**config.mk**
```make
export PLATFORM = sky130hd
export DESIGN_NAME = pocket_video_gen
export DESIGN_NICKNAME = d
export VERILOG_FILES = /design/src/rtl/pocket_video_pkg.sv /design/src/rtl/pocket_sync_pulse.sv /design/src/rtl/pocket_video_gen.sv
export SDC_FILE = /design/constraint.sdc
export NUM_CORES = 1
export LEC_CHECK = 0
export CAP_MARGIN = 15
export CORE_MARGIN = 2
export CORE_UTILIZATION = 49
export DETAILED_ROUTE_END_ITERATION = 8
export GPL_TIMING_DRIVEN = 0
export PLACE_DENSITY = 0.78
export SLEW_MARGIN = 20
export SYNTH_ARGS = -nofsm -noshare
export SYNTH_HDL_FRONTEND = slang
export SYNTH_SLANG_ARGS = --single-unit
```
**constraint.sdc**
```tcl
create_clock -name iPCLK -period 5.94 [get_ports iPCLK]
set_input_delay 0.594 -clock iPCLK [delete_from_list [all_inputs] [get_ports iPCLK]]
set_output_delay 0.594 -clock iPCLK [all_outputs]
set_load 0.01 [all_outputs]
```
**src/rtl/pocket_video_pkg.sv**
```systemverilog
// Shared types and helpers for the pocket video conditioner: pixel/pipeline structs,
// scaler-slot word layout and the colour-depth expansion function.
package pocket_video_pkg;

    localparam int OUT_BPC  = 8;
    localparam int SLOT_LSB = 3;
    localparam int SLOT_W   = 3;

    typedef struct packed {
        logic [OUT_BPC-1:0] r;
        logic [OUT_BPC-1:0] g;
        logic [OUT_BPC-1:0] b;
    } rgb24_t;

    typedef struct packed {
        rgb24_t rgb;
        logic   hs;
        logic   vs;
        logic   de;
    } pipe_t;

    // Sync fields come out of reset "asserted" so a sync held through reset release never looks like an edge.
    localparam pipe_t PIPE_RST = '{rgb: '0, hs: 1'b1, vs: 1'b1, de: 1'b0};

    function automatic rgb24_t slot_word(logic [SLOT_W-1:0] slot);
        rgb24_t w;
        w = '0;
        w[SLOT_LSB +: SLOT_W] = slot;
        return w;
    endfunction

    // Channel sits in c[bpc-1:0]; its bits are repeated MSB-first until 8 bits are filled.
    function automatic logic [OUT_BPC-1:0] expand_bpc(logic [7:0] c, int bpc);
        logic [OUT_BPC-1:0] r;
        logic [2:0]         srcIdx;
        logic [2:0]         dstIdx;
        r = '0;
        for (int i = 0; i < OUT_BPC; i++) begin
            srcIdx = 3'(bpc - 1 - (i % bpc));
            dstIdx = 3'(OUT_BPC - 1 - i);
            r[dstIdx] = c[srcIdx];
        end
        return r;
    endfunction

endpackage

```
**src/rtl/pocket_sync_pulse.sv**
```systemverilog
// Sync polarity normaliser plus rising-edge detector on the delayed, normalised sync.
// norm_o feeds the pipeline; dly_i is that same signal after the pipeline delay.
module pocket_sync_pulse
    import pocket_video_pkg::*;
#(
    parameter int POL = 1
) (
    input  logic clk_i,
    input  logic rstN_i,
    input  logic sync_i,
    output logic norm_o,
    input  logic dly_i,
    output logic edge_o,
    output logic pulse_o
);

    logic hist_q;
    logic pulse_q;

    assign norm_o  = sync_i ~^ POL[0];
    assign edge_o  = dly_i & ~hist_q;
    assign pulse_o = pulse_q;

    always_ff @(posedge clk_i or negedge rstN_i) begin
        if (!rstN_i) begin
            hist_q  <= 1'b1;
            pulse_q <= 1'b0;
        end else begin
            hist_q  <= dly_i;
            pulse_q <= edge_o;
        end
    end

endmodule

```
**src/rtl/pocket_video_gen.sv**
```systemverilog
// Display-side video conditioner: aligned RGB/DE/sync delay, blanking, single-cycle sync pulses,
// optional scaler-slot word after each VS, and active width/height measurement.
module pocket_video_gen
    import pocket_video_pkg::*;
#(
    parameter int IN_BPC  = 8,
    parameter int DELAY   = 1,
    parameter int HS_POL  = 1,
    parameter int VS_POL  = 1,
    parameter int SLOT_EN = 0,
    parameter int HCNT_W  = 11,
    parameter int VCNT_W  = 10
) (
    input  logic                  iPCLK,
    input  logic                  iRST_N,
    input  logic                  iPCLK_90D,
    input  logic [3*IN_BPC-1:0]   iRGB,
    input  logic                  iHS,
    input  logic                  iVS,
    input  logic                  iDE,
    input  logic [2:0]            iSLOT,
    output logic [23:0]           oRGB,
    output logic                  oHS,
    output logic                  oVS,
    output logic                  oDE,
    output logic [HCNT_W-1:0]     oHACT,
    output logic [VCNT_W-1:0]     oVACT,
    output logic                  oMEAS_VLD,
    output logic                  oPCLK,
    output logic                  oPCLK_90D
);

    localparam logic [HCNT_W-1:0] HMAX = '1;
    localparam logic [VCNT_W-1:0] VMAX = '1;

    pipe_t  stageIn;
    pipe_t  stageOut;
    pipe_t  pipe_q [DELAY];
    logic   hsNorm, vsNorm, hsEdge, vsEdge;
    rgb24_t rgb_d, rgb_q;
    logic   de_q;

    logic [HCNT_W-1:0] hCount_d, hCount_q, hAct_d, hAct_q;
    logic [VCNT_W-1:0] vCount_d, vCount_q, vAct_d, vAct_q, vCountInc;
    logic              seenVs_d, seenVs_q, measVld_d, measVld_q, lineDone;

    pocket_sync_pulse #(.POL(HS_POL)) uHsPulse (
        .clk_i(iPCLK), .rstN_i(iRST_N), .sync_i(iHS), .norm_o(hsNorm),
        .dly_i(stageOut.hs), .edge_o(hsEdge), .pulse_o(oHS)
    );

    pocket_sync_pulse #(.POL(VS_POL)) uVsPulse (
        .clk_i(iPCLK), .rstN_i(iRST_N), .sync_i(iVS), .norm_o(vsNorm),
        .dly_i(stageOut.vs), .edge_o(vsEdge), .pulse_o(oVS)
    );

    always_comb begin
        stageIn.rgb.r = expand_bpc(8'(iRGB[2*IN_BPC +: IN_BPC]), IN_BPC);
        stageIn.rgb.g = expand_bpc(8'(iRGB[IN_BPC +: IN_BPC]), IN_BPC);
        stageIn.rgb.b = expand_bpc(8'(iRGB[0 +: IN_BPC]), IN_BPC);
        stageIn.hs    = hsNorm;
        stageIn.vs    = vsNorm;
        stageIn.de    = iDE;
    end

    assign stageOut = pipe_q[DELAY-1];

    always_ff @(posedge iPCLK or negedge iRST_N) begin
        if (!iRST_N) begin
            for (int i = 0; i < DELAY; i++) pipe_q[i] <= PIPE_RST;
        end else begin
            pipe_q[0] <= stageIn;
            for (int i = 1; i < DELAY; i++) pipe_q[i] <= pipe_q[i-1];
        end
    end

    // oVS is high during the pulse cycle, so the slot word lands in the following clock unless a pixel claims it.
    always_comb begin
        rgb_d = '0;
        if (stageOut.de) begin
            rgb_d = stageOut.rgb;
        end else if (SLOT_EN != 0 && oVS) begin
            rgb_d = slot_word(iSLOT);
        end
    end

    always_ff @(posedge iPCLK or negedge iRST_N) begin
        if (!iRST_N) begin
            rgb_q <= '0;
            de_q  <= 1'b0;
        end else begin
            rgb_q <= rgb_d;
            de_q  <= stageOut.de;
        end
    end

    assign lineDone  = hsEdge && (hCount_q != '0);
    assign vCountInc = (vCount_q == VMAX) ? vCount_q : vCount_q + 1'b1;

    // A DE pixel coincident with an HS edge is the first pixel of the new line.
    always_comb begin
        hCount_d  = hCount_q;
        vCount_d  = vCount_q;
        hAct_d    = hAct_q;
        vAct_d    = vAct_q;
        seenVs_d  = seenVs_q;
        measVld_d = measVld_q;
        if (hsEdge) begin
            hCount_d = HCNT_W'(stageOut.de);
            if (lineDone) begin
                hAct_d   = hCount_q;
                vCount_d = vCountInc;
            end
        end else if (stageOut.de && hCount_q != HMAX) begin
            hCount_d = hCount_q + 1'b1;
        end
        if (vsEdge) begin
            vAct_d   = lineDone ? vCountInc : vCount_q;
            vCount_d = '0;
            seenVs_d = 1'b1;
            if (seenVs_q) measVld_d = 1'b1;
        end
    end

    always_ff @(posedge iPCLK or negedge iRST_N) begin
        if (!iRST_N) begin
            hCount_q  <= '0;
            vCount_q  <= '0;
            hAct_q    <= '0;
            vAct_q    <= '0;
            seenVs_q  <= 1'b0;
            measVld_q <= 1'b0;
        end else begin
            hCount_q  <= hCount_d;
            vCount_q  <= vCount_d;
            hAct_q    <= hAct_d;
            vAct_q    <= vAct_d;
            seenVs_q  <= seenVs_d;
            measVld_q <= measVld_d;
        end
    end

    assign oRGB      = rgb_q;
    assign oDE       = de_q;
    assign oHACT     = hAct_q;
    assign oVACT     = vAct_q;
    assign oMEAS_VLD = measVld_q;
    assign oPCLK     = iPCLK;
    assign oPCLK_90D = iPCLK_90D;

endmodule
```
# Word level (Yosys, flattened, before mapping)
# Index checks and enable logic that the tools add are counted.
# classes
n_reduce_logical	7
eq_ne	2
bitwise	4
add_sub_neg	2
muxes	7
# ops
cell	count
two-way mux 10 bit	4
two-way mux 24 bit	1
two-way mux 11 bit	2
adder 11 x 1 -> 11 bit, second input constant	1
inequality test 11 bit, second input constant	1
nonzero test 11 bit	1
adder 10 x 1 -> 10 bit, second input constant	1
== test 10 bit, second input constant	1
AND reduction 2 bit	2
nonzero test 2 bit	2
bitwise AND 1 bit	2
logical AND 1 bit	2
NOT 1 bit	2
# totals
wordCells	42
register_bits	100

# Logic depth before layout (Yosys ltp)
# depth
word_depth	6
mapped_depth	8
depth_no_buf	6

# By module
# Synthesis repeated with hierarchy kept, for this count alone.
# hier_totals
cells_unflattened	305
area_unflattened_um2	3776.1
# modules_own_cells
module	seq_area_each_um2	cells_per_inst	area_per_inst_um2	instances
pocket_video_gen	2404.8	297	3631.0	1
pocket_sync_pulse	51.3	4	72.6	2

==> metrics.md <==
| Metric | Value |
|---|---|
| Status | `finished, final reports clean` |
| Post-DP HPWL | `4.94 mm` |
| Final ANT Viol Nets | `0` |
| PortBufs | `79` |
| Worst Hold Class | `in -> async` |
| Largest family of logic cells by synthesized area | `simple AND/OR/NAND/NOR gates` |
| RSZ-0062 raised after global routing | `no` |
| Pwr Density | `287 nW/µm²` |
| Worst setup EP type | `output pin` |
| Largest net degree at the start of global routing | `52` |
| Die height | `90.9 µm` |
| Vias in the first global route | `2488` |
| Number of fill cells in the layout | `565` |
| Flop-to-flop setup slack | `3.81 ns` |
| P_leak | `0.00212 µW` |
| Share of the synthesized area in the top cell type | `0.649` |
| Cell area after synthesis | `3700 µm²` |
| CTS Hold Bufs | `0` |
| Post-synthesis compound-gate area fraction | `0.105` |
| Most common cell in the netlist | `dfrtp_1` |
| Crit path DAT | `3.79 ns` |
| Reg2reg start | `hCount_q[0]$_DFFE_PN0P_` |
| Cell mode on critical path | `clkbuf_8` |
| Die Wd | `90.9 µm` |
| Diode count | `0` |
| Max-slew violation count | `0` |
| Worst Skew | `0.00846 ns` |
| Final GP Congestion | `0.831` |
| Pre-antenna DRT Iters | `4` |
| Synth Instances | `297` |
| Worst Path Max Fanout | `2` |
| Reg2reg path depth | `7` |
| Max-cap viol count | `0` |
| Reg area | `2510 µm²` |
| Global route overflow | `0` |
| Slowest cell delay on critical path | `0.47 ns` |
| Finished Cell Area | `4870 µm²` |
| Main synth FF type | `dfrtp_1` |
| #FFs+latches synth | `100` |
| Post-synthesis mux area share | `0` |
| Slew @ Worst Pin | `0.495 ns` |
| Final Setup Violations | `0` |
| Simple-gate area share of the yosys netlist | `0.177` |
| Worst slew margin | `0.665` |
| Share of layout cells above drive strength 1 | `0.114` |
| CTS tree | `done` |
| Largest area contributor in the netlist | `dfrtp_1` |
| Net Sw Frac | `0.256` |
| Crit path kind | `clk -> out` |
| Sequential share of power | `0.532` |
| Area contributors post-synth | `dfrtp_1 65%, and2_1 4.1%, nand2_1 3.8%` |
| Via-to-Cell Ratio | `5.19` |
| Clock slew at reported path FFs | `0.09 ns` |
| Post-CTS Resized | `0` |
| Int Pwr | `1040 µW` |
| Multi-input gate area | `1100 µm²` |
| Clock power share | `0.346` |
| Crit path launch type | `clock port` |
| Row count | `31` |
| Synth Area in XOR/XNOR | `0.00473` |
| Post-layout net count | `427` |
| Initial Util | `0.508` |
| Netlist cell types | `43` |
| Total number of vias | `2571` |
| First-pass GRT wire length | `12.0 mm` |
| Setup TNS | `0 ns` |
| CP Depth | `4` |
| Core area | `7290 µm²` |
| Worst skew pair latency | `0.47 ns` |
| Total Power | `1400 µW` |
| Commonest cells in the netlist | `96 x dfrtp_1, 37 x nand2_1, 24 x and2_1` |
| Post-synth EDFFs | `0` |
| Initial antenna violation count | `0` |
| Req. time, crit path | `5.35 ns` |
| Post-CTS setup buffers | `0` |
| Area after DPL | `4650 µm²` |
| Register area share after synthesis | `0.677` |
| Ys async rst share | `1.00` |
| Overall Global Routing Usage | `0.186` |
| First DRT Iteration DRCs | `115` |
| Endpoints failing hold | `0` |
| DRC Markers | `0` |
| Post-DR wirelength/cell | `14.2 µm` |
| Area Overhead vs Synth | `31.6%` |
| Routed WL | `7.04 mm` |
| Io pins | `84` |
| Slowest CP cell | `clkdlybuf4s50_1` |
| Crit-path cells | `clkbuf_8, clkbuf_8, buf_4, clkdlybuf4s50_1` |
| Adder-Cell Fraction of Synth Area | `0.0101` |
| Die footprint | `8270 µm²` |
| Worst-case vdd ir drop | `0.000208 V` |
| NetSw | `359 µW` |
| Mapped Nets | `333` |
| Crit-path leading delay family | `buffers and inverters` |
| Combinational power share | `0.121` |
| Yosys warns | `0` |
| Reg2Reg Capture Point | `oHACT[1]$_DFFE_PN0P_` |
| WP buf/inv | `4` |
| Syn_area_per_cell | `12.5 µm²` |
==> cell type report <==
cell class	instances	area share
Sequential cell	100	0.515
Multi-Input combinational cell	177	0.225
Timing Repair Buffer	79	0.166
Clock buffer	14	0.0388
Tap cell	99	0.0254
Buffer	13	0.0149
Clock inverter	6	0.00950
Inverter	7	0.00539
==> cell usage in the layout, fill, tap and decap left out, types with 2 or more instances in the layout <==
master	instances
dfrtp_1	96
clkdlybuf4s50_1	78
nand2_1	37
and2_1	24
clkbuf_8	13
nand3_1	12
a21oi_1	12
nor2_1	11
o21ai_0	8
clkbuf_1	7
and3_1	7
nor3_1	7
inv_1	6
a31oi_1	5
or3_1	4
or4_1	4
o31ai_2	4
o31ai_1	4
a31oi_2	4
dfstp_2	4
nand2b_1	3
buf_6	3
a41oi_1	3
nor4b_1	3
nand4_1	3
ha_1	3
and4_1	2
xor2_1	2
a21o_1	2
o21ai_2	2
buf_4	2
clkinv_2	2
==> power groups by stage <==
stage                     Combinational, µW  Clock, µW  Sequential (µW)
final                                   170        484              745
after detailed placement                173       26.4              759
after CTS                               173        495              745
after global placement                  165       26.4              757
after floorplan                        61.5       13.9              766
after global routing                    187        527              750
==> worst max path at each step <==
stage / from / endpoint / slack (ns)
6_report: iPCLK / oPCLK / 1.56
4_1_cts: iPCLK / oPCLK / 1.54
3_5_place_dp: iPCLK / oPCLK / 1.81
2_1_floorplan: iPCLK / oPCLK / 2.26
3_3_place_gp: iRST_N / oHACT[9]$_DFFE_PN0P_ / 0.75
5_1_grt: iPCLK / oPCLK / 1.54
==> flip-flops by register name, indices dropped and copies added, names as in the netlist <==
signal,flops
uVsPulse.hist_q,1
oVACT,10
oMEAS_VLD,1
oRGB,24
vCount_q,10
seenVs_q,1
pipe_q,27
uVsPulse.pulse_o,1
oDE,1
uHsPulse.pulse_o,1
oHACT,11
hCount_q,11
uHsPulse.hist_q,1
==> routing by layer <==
| layer | up-vias | track usage | wire [µm] |
|---|---|---|---|
| met1 | 1253 | 0.232 | 2940 |
| met4 | 0 | 0.104 | 197 |
| met5 | - | 0 | 0 |
| met3 | 17 | 0.0506 | 338 |
| met2 | 78 | 0.296 | 3560 |
| li1 | 1223 | - | - |
==> cell families (layout without fill, tap and decap cells) <==
kind of cell / count (synthesis) / in the layout
AND/OR/NAND/NOR: 122 / 122
AO/OA/AOI/OAI: 50 / 50
XOR/XNOR: 2 / 2
buffers and inverters: 20 / 119
adder cells (fa/ha/maj): 3 / 3
flip-flops: 100 / 100
==> metrics by stage <==
stage / util / instances / hold slack [ns] / setup WS (ns)
after floorplan: - / 297 / 0.298 / 2.26
after global placement: 0.633 / 475 / 0.356 / 0.750
after detailed placement: 0.637 / 476 / 0.360 / 1.81
after CTS: 0.668 / 495 / 0.0537 / 1.54
after global routing: 0.668 / 495 / 0.0679 / 1.54
final: 0.668 / 495 / 0.0408 / 1.56
Note: power is estimated with default switching activity, not from simulation.
